$ cat config.mk
export PLATFORM = sky130hd
export DESIGN_NAME = dlx_mem_arbiter_flat
export DESIGN_NICKNAME = d
export VERILOG_FILES = /design/src/rtl/dlx_mem_arbiter_if.sv /design/src/rtl/dlx_mem_arbiter.sv /design/src/flat_wrapper.sv
export SDC_FILE = /design/constraint.sdc
export NUM_CORES = 1
export LEC_CHECK = 0
export CAP_MARGIN = 20
export CELL_PAD_IN_SITES_DETAIL_PLACEMENT = 0
export CELL_PAD_IN_SITES_GLOBAL_PLACEMENT = 1
export CORE_MARGIN = 2
export CORE_UTILIZATION = 28
export CTS_BUF_LIST = sky130_fd_sc_hd__clkbuf_16
export DETAILED_ROUTE_END_ITERATION = 8
export HOLD_SLACK_MARGIN = 0.03
export PLACE_DENSITY_LB_ADDON = 0.08
export SYNTH_ARGS = -nofsm -noshare
export SYNTH_HDL_FRONTEND = slang
export SYNTH_SLANG_ARGS = --single-unit
$ cat constraint.sdc
create_clock -name clk -period 1.86 [get_ports clk]
set_clock_uncertainty 0.1 [all_clocks]
set_input_delay 0.558 -clock clk [delete_from_list [all_inputs] [get_ports clk]]
set_output_delay 0.558 -clock clk [all_outputs]
set_load 0.1 [all_outputs]
$ cat src/rtl/dlx_mem_arbiter_if.sv
// dlx_mem_arbiter_if: bundles the fetch port, the load/store port, the memory
// port and the status lines of the DLX memory arbiter.
//   fetch : if_req, if_addr -> if_ack, if_rdata
//   data  : d_req, d_we, d_word, d_signed, d_addr, d_wdata -> d_ack, d_rdata
//   memory: mem_valid, mem_we, mem_be, mem_addr, mem_wdata <- mem_ready, mem_rdata
//   status: stall, err
// modport master is the arbiter's view; modport slave is the view of the
// surrounding pipeline and memory.
interface dlx_mem_arbiter_if;
  logic        if_req;
  logic [31:0] if_addr;
  logic        if_ack;
  logic [31:0] if_rdata;

  logic        d_req;
  logic        d_we;
  logic        d_word;
  logic        d_signed;
  logic [31:0] d_addr;
  logic [31:0] d_wdata;
  logic        d_ack;
  logic [31:0] d_rdata;

  logic        mem_valid;
  logic        mem_we;
  logic [3:0]  mem_be;
  logic [31:0] mem_addr;
  logic [31:0] mem_wdata;
  logic        mem_ready;
  logic [31:0] mem_rdata;

  logic        stall;
  logic        err;

  modport master (
    input  if_req, if_addr, d_req, d_we, d_word, d_signed, d_addr, d_wdata,
           mem_ready, mem_rdata,
    output if_ack, if_rdata, d_ack, d_rdata,
           mem_valid, mem_we, mem_be, mem_addr, mem_wdata, stall, err
  );

  modport slave (
    output if_req, if_addr, d_req, d_we, d_word, d_signed, d_addr, d_wdata,
           mem_ready, mem_rdata,
    input  if_ack, if_rdata, d_ack, d_rdata,
           mem_valid, mem_we, mem_be, mem_addr, mem_wdata, stall, err
  );
endinterface

$ cat src/rtl/dlx_mem_arbiter.sv
// dlx_mem_arbiter: shares the single-ported DLX memory between instruction
// fetch and load/store. One requester is granted at a time; the memory
// transaction is registered, byte lanes are big-endian (mem_be[3] = offset 0),
// byte loads are sign- or zero-extended, and each requester gets a one-cycle
// ack with registered read data.
// Ports:
//   clk    - rising-edge clock
//   reset  - synchronous, active-high
//   bus    - dlx_mem_arbiter_if.master (fetch, data, memory, stall, err)
// Parameters:
//   STARVE_LIMIT   - data grants in a row allowed while fetch waits (1..15)
//   TIMEOUT_CYCLES - memory wait cycles before abort (timeout build only)
// Optional feature: define DLX_MEM_ARB_TIMEOUT_EN to abort a memory wait
// after TIMEOUT_CYCLES cycles with ack + err; otherwise err is tied low.
module dlx_mem_arbiter #(
  parameter int unsigned STARVE_LIMIT   = 4,
  parameter int unsigned TIMEOUT_CYCLES = 64
) (
  input  logic              clk,
  input  logic              reset,
  dlx_mem_arbiter_if.master bus
);

  localparam int unsigned       CNT_W   = 4;
  localparam logic [CNT_W-1:0]  CNT_MAX = '1;
  localparam logic [CNT_W-1:0]  LIMIT   = CNT_W'(STARVE_LIMIT);

  typedef enum logic [1:0] {IDLE, FETCH, DATA, RESP} state_t;

  state_t           state;
  logic [CNT_W-1:0] starve_cnt;
  // Attributes of the granted data access, kept for the response
  logic             byte_load;
  logic             load_signed;
  logic             is_store;
  logic [1:0]       byte_off;

  logic             grant_d_c;
  logic             grant_f_c;
  logic [3:0]       byte_be_c;
  logic [31:0]      store_data_c;
  logic [7:0]       lane_c;
  logic [31:0]      load_data_c;

  // Data wins unless fetch has already been passed over STARVE_LIMIT times
  assign grant_d_c    = bus.d_req && (!bus.if_req || (starve_cnt < LIMIT));
  assign grant_f_c    = bus.if_req && !grant_d_c;
  assign byte_be_c    = 4'b1000 >> bus.d_addr[1:0];
  assign store_data_c = bus.d_word ? bus.d_wdata : {4{bus.d_wdata[7:0]}};

  assign bus.stall = (bus.if_req & ~bus.if_ack) | (bus.d_req & ~bus.d_ack);

  // Big-endian lane select and extension of the returned word
  always_comb begin
    lane_c      = '0;
    load_data_c = bus.mem_rdata;
    case (byte_off)
      2'd0:    lane_c = bus.mem_rdata[31:24];
      2'd1:    lane_c = bus.mem_rdata[23:16];
      2'd2:    lane_c = bus.mem_rdata[15:8];
      default: lane_c = bus.mem_rdata[7:0];
    endcase
    if (byte_load) begin
      load_data_c = load_signed ? {{24{lane_c[7]}}, lane_c} : {24'h0, lane_c};
    end
  end

`ifdef DLX_MEM_ARB_TIMEOUT_EN
  localparam int unsigned      TO_W    = (TIMEOUT_CYCLES > 1) ? $clog2(TIMEOUT_CYCLES) : 1;
  localparam logic [TO_W-1:0]  TO_LAST = TO_W'(TIMEOUT_CYCLES - 1);

  logic [TO_W-1:0] wait_cnt;
  logic            err_q;
  logic            timeout_c;

  // Last permitted wait cycle: abort instead of waiting further
  assign timeout_c = (wait_cnt == TO_LAST);
  assign bus.err   = err_q;
`else
  // No abort path: err can never fire
  assign bus.err = 1'b0 && (TIMEOUT_CYCLES != 0);
`endif

  // Arbitration FSM with registered memory transaction and responses
  always_ff @(posedge clk) begin
    if (reset) begin
      state         <= IDLE;
      starve_cnt    <= '0;
      byte_load     <= 1'b0;
      load_signed   <= 1'b0;
      is_store      <= 1'b0;
      byte_off      <= 2'd0;
      bus.mem_valid <= 1'b0;
      bus.mem_we    <= 1'b0;
      bus.mem_be    <= 4'h0;
      bus.mem_addr  <= '0;
      bus.mem_wdata <= '0;
      bus.if_ack    <= 1'b0;
      bus.if_rdata  <= '0;
      bus.d_ack     <= 1'b0;
      bus.d_rdata   <= '0;
`ifdef DLX_MEM_ARB_TIMEOUT_EN
      wait_cnt      <= '0;
      err_q         <= 1'b0;
`endif
    end else begin
      bus.if_ack <= 1'b0;
      bus.d_ack  <= 1'b0;
`ifdef DLX_MEM_ARB_TIMEOUT_EN
      err_q      <= 1'b0;
`endif
      case (state)
        IDLE: begin
`ifdef DLX_MEM_ARB_TIMEOUT_EN
          wait_cnt <= '0;
`endif
          if (grant_d_c) begin
            state         <= DATA;
            bus.mem_valid <= 1'b1;
            bus.mem_we    <= bus.d_we;
            bus.mem_be    <= bus.d_word ? 4'hF : byte_be_c;
            bus.mem_addr  <= {bus.d_addr[31:2], 2'b00};
            bus.mem_wdata <= store_data_c;
            byte_load     <= !bus.d_word;
            load_signed   <= bus.d_signed;
            is_store      <= bus.d_we;
            byte_off      <= bus.d_addr[1:0];
            if (!bus.if_req) begin
              starve_cnt <= '0;
            end else if (starve_cnt != CNT_MAX) begin
              starve_cnt <= starve_cnt + CNT_W'(1);
            end
          end else if (grant_f_c) begin
            state         <= FETCH;
            bus.mem_valid <= 1'b1;
            bus.mem_we    <= 1'b0;
            bus.mem_be    <= 4'hF;
            bus.mem_addr  <= bus.if_addr & 32'hFFFF_FFFC;
            bus.mem_wdata <= '0;
            starve_cnt    <= '0;
          end else begin
            starve_cnt <= '0;
          end
        end

        FETCH, DATA: begin
          if (bus.mem_ready) begin
            state         <= RESP;
            bus.mem_valid <= 1'b0;
            bus.mem_we    <= 1'b0;
            if (state == FETCH) begin
              bus.if_ack   <= 1'b1;
              bus.if_rdata <= bus.mem_rdata;
            end else begin
              bus.d_ack   <= 1'b1;
              bus.d_rdata <= is_store ? 32'h0 : load_data_c;
            end
          end
`ifdef DLX_MEM_ARB_TIMEOUT_EN
          else if (timeout_c) begin
            state         <= RESP;
            bus.mem_valid <= 1'b0;
            bus.mem_we    <= 1'b0;
            err_q         <= 1'b1;
            if (state == FETCH) begin
              bus.if_ack   <= 1'b1;
              bus.if_rdata <= '0;
            end else begin
              bus.d_ack   <= 1'b1;
              bus.d_rdata <= '0;
            end
          end else begin
            wait_cnt <= wait_cnt + TO_W'(1);
          end
`endif
        end

        // Ack is visible this cycle; requests are deliberately not sampled
        RESP: state <= IDLE;

        default: state <= IDLE;
      endcase
    end
  end

endmodule

$ cat src/flat_wrapper.sv
// flat-port wrapper written by rule: the top's interface ports become plain ports
module dlx_mem_arbiter_flat 
#(
  parameter int unsigned STARVE_LIMIT   = 4,
  parameter int unsigned TIMEOUT_CYCLES = 64
)
  (clk, reset, bus_if_req, bus_if_addr, bus_d_req, bus_d_we, bus_d_word, bus_d_signed, bus_d_addr, bus_d_wdata, bus_mem_ready, bus_mem_rdata, bus_if_ack, bus_if_rdata, bus_d_ack, bus_d_rdata, bus_mem_valid, bus_mem_we, bus_mem_be, bus_mem_addr, bus_mem_wdata, bus_stall, bus_err);
  dlx_mem_arbiter_if bus_i ();
  input  logic clk;
  input  logic reset;
  input wire logic [$bits(bus_i.if_req)-1:0] bus_if_req;
  input wire logic [$bits(bus_i.if_addr)-1:0] bus_if_addr;
  input wire logic [$bits(bus_i.d_req)-1:0] bus_d_req;
  input wire logic [$bits(bus_i.d_we)-1:0] bus_d_we;
  input wire logic [$bits(bus_i.d_word)-1:0] bus_d_word;
  input wire logic [$bits(bus_i.d_signed)-1:0] bus_d_signed;
  input wire logic [$bits(bus_i.d_addr)-1:0] bus_d_addr;
  input wire logic [$bits(bus_i.d_wdata)-1:0] bus_d_wdata;
  input wire logic [$bits(bus_i.mem_ready)-1:0] bus_mem_ready;
  input wire logic [$bits(bus_i.mem_rdata)-1:0] bus_mem_rdata;
  output wire logic [$bits(bus_i.if_ack)-1:0] bus_if_ack;
  output wire logic [$bits(bus_i.if_rdata)-1:0] bus_if_rdata;
  output wire logic [$bits(bus_i.d_ack)-1:0] bus_d_ack;
  output wire logic [$bits(bus_i.d_rdata)-1:0] bus_d_rdata;
  output wire logic [$bits(bus_i.mem_valid)-1:0] bus_mem_valid;
  output wire logic [$bits(bus_i.mem_we)-1:0] bus_mem_we;
  output wire logic [$bits(bus_i.mem_be)-1:0] bus_mem_be;
  output wire logic [$bits(bus_i.mem_addr)-1:0] bus_mem_addr;
  output wire logic [$bits(bus_i.mem_wdata)-1:0] bus_mem_wdata;
  output wire logic [$bits(bus_i.stall)-1:0] bus_stall;
  output wire logic [$bits(bus_i.err)-1:0] bus_err;
  assign bus_i.if_req = bus_if_req;
  assign bus_i.if_addr = bus_if_addr;
  assign bus_i.d_req = bus_d_req;
  assign bus_i.d_we = bus_d_we;
  assign bus_i.d_word = bus_d_word;
  assign bus_i.d_signed = bus_d_signed;
  assign bus_i.d_addr = bus_d_addr;
  assign bus_i.d_wdata = bus_d_wdata;
  assign bus_i.mem_ready = bus_mem_ready;
  assign bus_i.mem_rdata = bus_mem_rdata;
  assign bus_if_ack = bus_i.if_ack;
  assign bus_if_rdata = bus_i.if_rdata;
  assign bus_d_ack = bus_i.d_ack;
  assign bus_d_rdata = bus_i.d_rdata;
  assign bus_mem_valid = bus_i.mem_valid;
  assign bus_mem_we = bus_i.mem_we;
  assign bus_mem_be = bus_i.mem_be;
  assign bus_mem_addr = bus_i.mem_addr;
  assign bus_mem_wdata = bus_i.mem_wdata;
  assign bus_stall = bus_i.stall;
  assign bus_err = bus_i.err;
  dlx_mem_arbiter #(.STARVE_LIMIT(STARVE_LIMIT), .TIMEOUT_CYCLES(TIMEOUT_CYCLES)) u_core (.clk(clk), .reset(reset), .bus(bus_i));
endmodule
==> results of run 1 <==
[layout make-up]
| type | count | area share [%] |
|---|---|---|
| clock inverter | 14 | 1.206 |
| inverter | 6 | 0.3042 |
| multi-input combinational | 502 | 27.69 |
| clock buffer | 17 | 3.694 |
| antenna | 2 | 0.04346 |
| timing repair buffer | 307 | 38.72 |
| tap | 285 | 3.096 |
| sequential | 145 | 25.24 |
[critical path, cell delays in order]
cell and delay [ns]:
sky130_fd_sc_hd__buf_2 0.21, sky130_fd_sc_hd__inv_12 0.06, sky130_fd_sc_hd__o22ai_4 0.12, sky130_fd_sc_hd__buf_12 0.20
[sequential cells by signal (all words and copies together), names as in the netlist]
signal                count
u_core.bus.d_ack          1
u_core.bus.d_rdata       32
u_core.bus.if_ack         1
u_core.bus.if_rdata      32
u_core.bus.mem_addr      30
u_core.bus.mem_be         4
u_core.bus.mem_valid      1
u_core.bus.mem_wdata     32
u_core.bus.mem_we         1
u_core.byte_load          1
u_core.byte_off           2
u_core.is_store           1
u_core.load_signed        1
u_core.starve_cnt         4
u_core.state              2
[kinds of logic after synthesis]
| logic type | after synthesis |
|---|---|
| DFF | 145 |
| muxes | 36 |
| and+or+nand+nor | 239 |
| adders and majority gates | 5 |
| AOI/OAI and AO/OA | 219 |
| other | 1 |
| buffers and inverters | 92 |
[per-stage QoR]
step | hold WS, ns | area (sq um) | power [uW] | instances | TNS, ns
5_1_grt | 0.2876 | 11510 | 19000 | 1277 | 0
4_1_cts | 0.2803 | 11490 | 18340 | 1276 | 0
3_5_place_dp | 0.3843 | 10930 | 14940 | 1245 | -34.51
6_report | 0.2997 | 11520 | 18230 | 1278 | 0
3_3_place_gp | 0.3761 | 10930 | 14800 | 1245 | -30.68
2_1_floorplan | 0.3525 | 6564 | 10970 | 739 | -0.04691
[path summary, 6_finish.rpt]
| check | from | end | slack, ns | cells past startpoint |
|---|---|---|---|---|
| max | bus_d_req | bus_stall | 0.04 | 4 |
| min | reset | u_core.bus.if_rdata[12] | 0.30 | 2 |
| max reg2reg | u_core.state[1] | u_core.bus.d_rdata[7] | 0.09 | 7 |
| min reg2reg | u_core.bus.mem_wdata[5] | u_core.bus.mem_wdata[5] | 0.39 | 2 |
[layout by cell type, fill, tap and decap left out, drive strengths merged, types with 8 or more instances in the layout]
master	count
dfxtp	145
nor2	38
mux2i	10
inv	11
nand2	105
nand4	36
a311oi	31
buf	177
mux2	26
o21ai	33
a21oi	73
nand3	33
clkdlybuf4s50	130
o2bb2ai	24
clkbuf	17
a222oi	24
a32o	8
[metal layers]
metal | vias to the layer above | part of all wire (%)
met1 | 3178 | 44
met3 | 24 | 8.2
met5 | - | 0
li1 | 3208 | -
met4 | 0 | 1.5
met2 | 269 | 46
[power breakdown]
group / switching (uW) / internal, uW / total, uW / leakage, uW
clock network: 1400 / 1960 / 3360 / 0.000273
logic: 6630 / 3720 / 10400 / 0.00275
registers: 724 / 3790 / 4510 / 0.00119
total: 8760 / 9470 / 18200 / 0.00421
[timing repair]
| action | CTS | global route |
|---|---|---|
| endpoints found under the hold margin | 0 | 0 |
| endpoints found under the setup margin | 1 | 32 |
| pin swaps | 0 | 1 |
| gates resized for setup | 4 | 6 |
==> metrics.txt, run 1 <==
# TYPE chip_impl_metric gauge
chip_impl_metric{name="timing.final.max_slew_violations",unit=""} 0
chip_impl_metric{name="timing.fmax",unit="GHz"} 0.5510
chip_impl_info{name="run_status",value="finished, final reports clean"} 1
chip_impl_metric{name="die_h",unit="microns"} 156.5
chip_impl_metric{name="syn2layout_area_growth",unit="%"} 76.86
chip_impl_metric{name="globalplace.congestion",unit=""} 0.8134
chip_impl_metric{name="grt_util_met2",unit="%"} 29.64
chip_impl_metric{name="portBuffers",unit=""} 268
chip_impl_metric{name="cts.hold.buffers_added",unit=""} 0
chip_impl_metric{name="grt_pass1_wl",unit="microns"} 36960
chip_impl_metric{name="maxCapViolations",unit=""} 0
chip_impl_info{name="grt_busiest_layer",value="met2"} 1
chip_impl_metric{name="synth.ff_latch_count",unit=""} 145
chip_impl_metric{name="clock_buffer_count_from_cts",unit=""} 17
chip_impl_metric{name="overall_die_area",unit="sq um"} 24490
chip_impl_info{name="netlist_top_cells_count",value="sky130_fd_sc_hd__dfxtp_1, sky130_fd_sc_hd__nand2_1, sky130_fd_sc_hd__a21oi_1"} 1
chip_impl_metric{name="place_ws",unit="ns"} -0.4067
chip_impl_metric{name="die_width",unit="microns"} 156.5
chip_impl_metric{name="syn_area",unit="sq um"} 6511
chip_impl_metric{name="cts_num_sinks",unit=""} 145
chip_impl_metric{name="max-clock-path-buffers",unit=""} 2
chip_impl_metric{name="filler_cell_count",unit=""} 2072
chip_impl_metric{name="drt_wl_total",unit="microns"} 24440
chip_impl_metric{name="postLayoutCoreUtil",unit="%"} 50.71
chip_impl_metric{name="remaining_max_slew_budget_at_the_tightest_pin",unit="%"} 39.73
chip_impl_metric{name="pin_count",unit=""} 274
chip_impl_metric{name="setup_viol",unit=""} 0
chip_impl_metric{name="post_synthesis_mux_area_share",unit="%"} 6.149
chip_impl_metric{name="final-hold-violation-count",unit=""} 0
chip_impl_metric{name="worst_ir_drop_vdd",unit="mV"} 0.6069
chip_impl_metric{name="num_vias",unit=""} 6679
chip_impl_metric{name="dpl.hpwl",unit="microns"} 17670
chip_impl_info{name="tritoncts",value="done"} 1
chip_impl_metric{name="detail_route.drc_violations",unit=""} 0
chip_impl_info{name="synthMostInstantiatedCell",value="sky130_fd_sc_hd__dfxtp_1"} 1
chip_impl_metric{name="critPathArrivalTime",unit="ns"} 1.16
chip_impl_metric{name="synth_cells",unit=""} 737
chip_impl_metric{name="critPathRequiredTime",unit="ns"} 1.20
chip_impl_metric{name="synth_xor_area_share",unit="%"} 0
chip_impl_metric{name="async_flop_share",unit="%"} 0
chip_impl_metric{name="period_needed",unit="ns"} 1.815
chip_impl_info{name="rsz0062_at_grt",value="no"} 1
chip_impl_metric{name="post_cts_clock_slew_at_the_launch_and_capture_registers_of_the_worst_setup_and_hold_paths",unit="ns"} 0.06
chip_impl_metric{name="synth-warning-count",unit=""} 0
chip_impl_metric{name="number_of_detailed_route_iterations_in_the_first_pass",unit=""} 8
chip_impl_metric{name="worst_slack",unit="ns"} 0.04496
chip_impl_metric{name="layout.area.seq",unit="sq um"} 2907
chip_impl_metric{name="global_route.usage.met1",unit="%"} 26.25
chip_impl_info{name="worstHoldPathType",value="input port to flip-flop"} 1
chip_impl_metric{name="critical_path_peak_fanout",unit=""} 7
chip_impl_metric{name="final_antenna_net_count",unit=""} 0
chip_impl_metric{name="wire_per_inst",unit="microns"} 19.12
chip_impl_metric{name="clk_latency",unit="ns"} 0.41
chip_impl_metric{name="gr_met3_demand_resource",unit="%"} 6.508
chip_impl_info{name="clock-root-buffer",value="sky130_fd_sc_hd__clkbuf_16"} 1
chip_impl_metric{name="core_area",unit="sq um"} 22710
chip_impl_info{name="critical_path_class",value="input port to primary output"} 1
chip_impl_metric{name="p_leak",unit="uW"} 0.004213
chip_impl_metric{name="global_route_overflow",unit=""} 0
chip_impl_metric{name="yosys.cell_types.count",unit=""} 53
chip_impl_info{name="synth_area_leaders",value="sky130_fd_sc_hd__dfxtp_1, sky130_fd_sc_hd__nand2_1, sky130_fd_sc_hd__a21oi_1"} 1
chip_impl_info{name="synth_top_family_by_area",value="compound AO/OA/AOI/OAI gates"} 1
chip_impl_metric{name="synthSimpleGateAreaFrac",unit="%"} 17.39
chip_impl_metric{name="layout-drive-gt1-share",unit="%"} 25.63
chip_impl_metric{name="synth_edf_count",unit=""} 0
chip_impl_metric{name="synth-adder-area-share",unit="%"} 0.9608
chip_impl_info{name="dominantRegCellSynth",value="sky130_fd_sc_hd__dfxtp_1"} 1
chip_impl_metric{name="power-per-cell-area",unit="nW/um^2"} 1583
chip_impl_info{name="synth_top_area_cell",value="sky130_fd_sc_hd__dfxtp_1"} 1
chip_impl_info{name="setup.worst_path.start_class",value="input port"} 1
chip_impl_metric{name="multi_input_area",unit="sq um"} 3189
chip_impl_metric{name="gr-usage-all-layers",unit="%"} 19.49
chip_impl_metric{name="ctsHtreeMaxLevel",unit=""} 4
chip_impl_metric{name="synth.top_cell.area_share",unit="%"} 44.58
chip_impl_metric{name="floorplan.initialDensity",unit="%"} 28.67
chip_impl_metric{name="first_global_vias",unit=""} 6507
chip_impl_metric{name="synth-compound-area-share",unit="%"} 23.69
chip_impl_metric{name="viasPerCell",unit=""} 5.226
chip_impl_info{name="crit_path_end_kind",value="primary output"} 1
chip_impl_metric{name="yosysSeqAreaShare",unit="%"} 44.58
chip_impl_metric{name="timing.final.crit_share",unit="%"} 97.58
chip_impl_metric{name="tightest_slew",unit="ns"} 0.9041
chip_impl_metric{name="dr.first_iter.drc_count",unit=""} 505
chip_impl_metric{name="antenna_found_initial",unit=""} 1
chip_impl_metric{name="finalNetCount",unit=""} 1120
chip_impl_metric{name="post_cts_buffers",unit=""} 0
chip_impl_metric{name="grt_start_max_net_pins",unit=""} 65
chip_impl_metric{name="floorplan.rows",unit=""} 55
chip_impl_metric{name="syn_avg_cell_area",unit="sq um"} 8.835
No activity file was read; power rests on OpenSTA's default activity.
==> run 2, diff against run 1 <==
--- a/config.mk
+++ b/config.mk
@@ -12,6 +12,7 @@
 export CORE_UTILIZATION = 28
 export CTS_BUF_LIST = sky130_fd_sc_hd__clkbuf_16
 export DETAILED_ROUTE_END_ITERATION = 8
+export GPL_ROUTABILITY_DRIVEN = 0
 export HOLD_SLACK_MARGIN = 0.03
 export PLACE_DENSITY_LB_ADDON = 0.08
 export SYNTH_ARGS = -nofsm -noshare
==> results of run 2 <==
No change in the layout: final DEF, timing and power equal those of run 1.
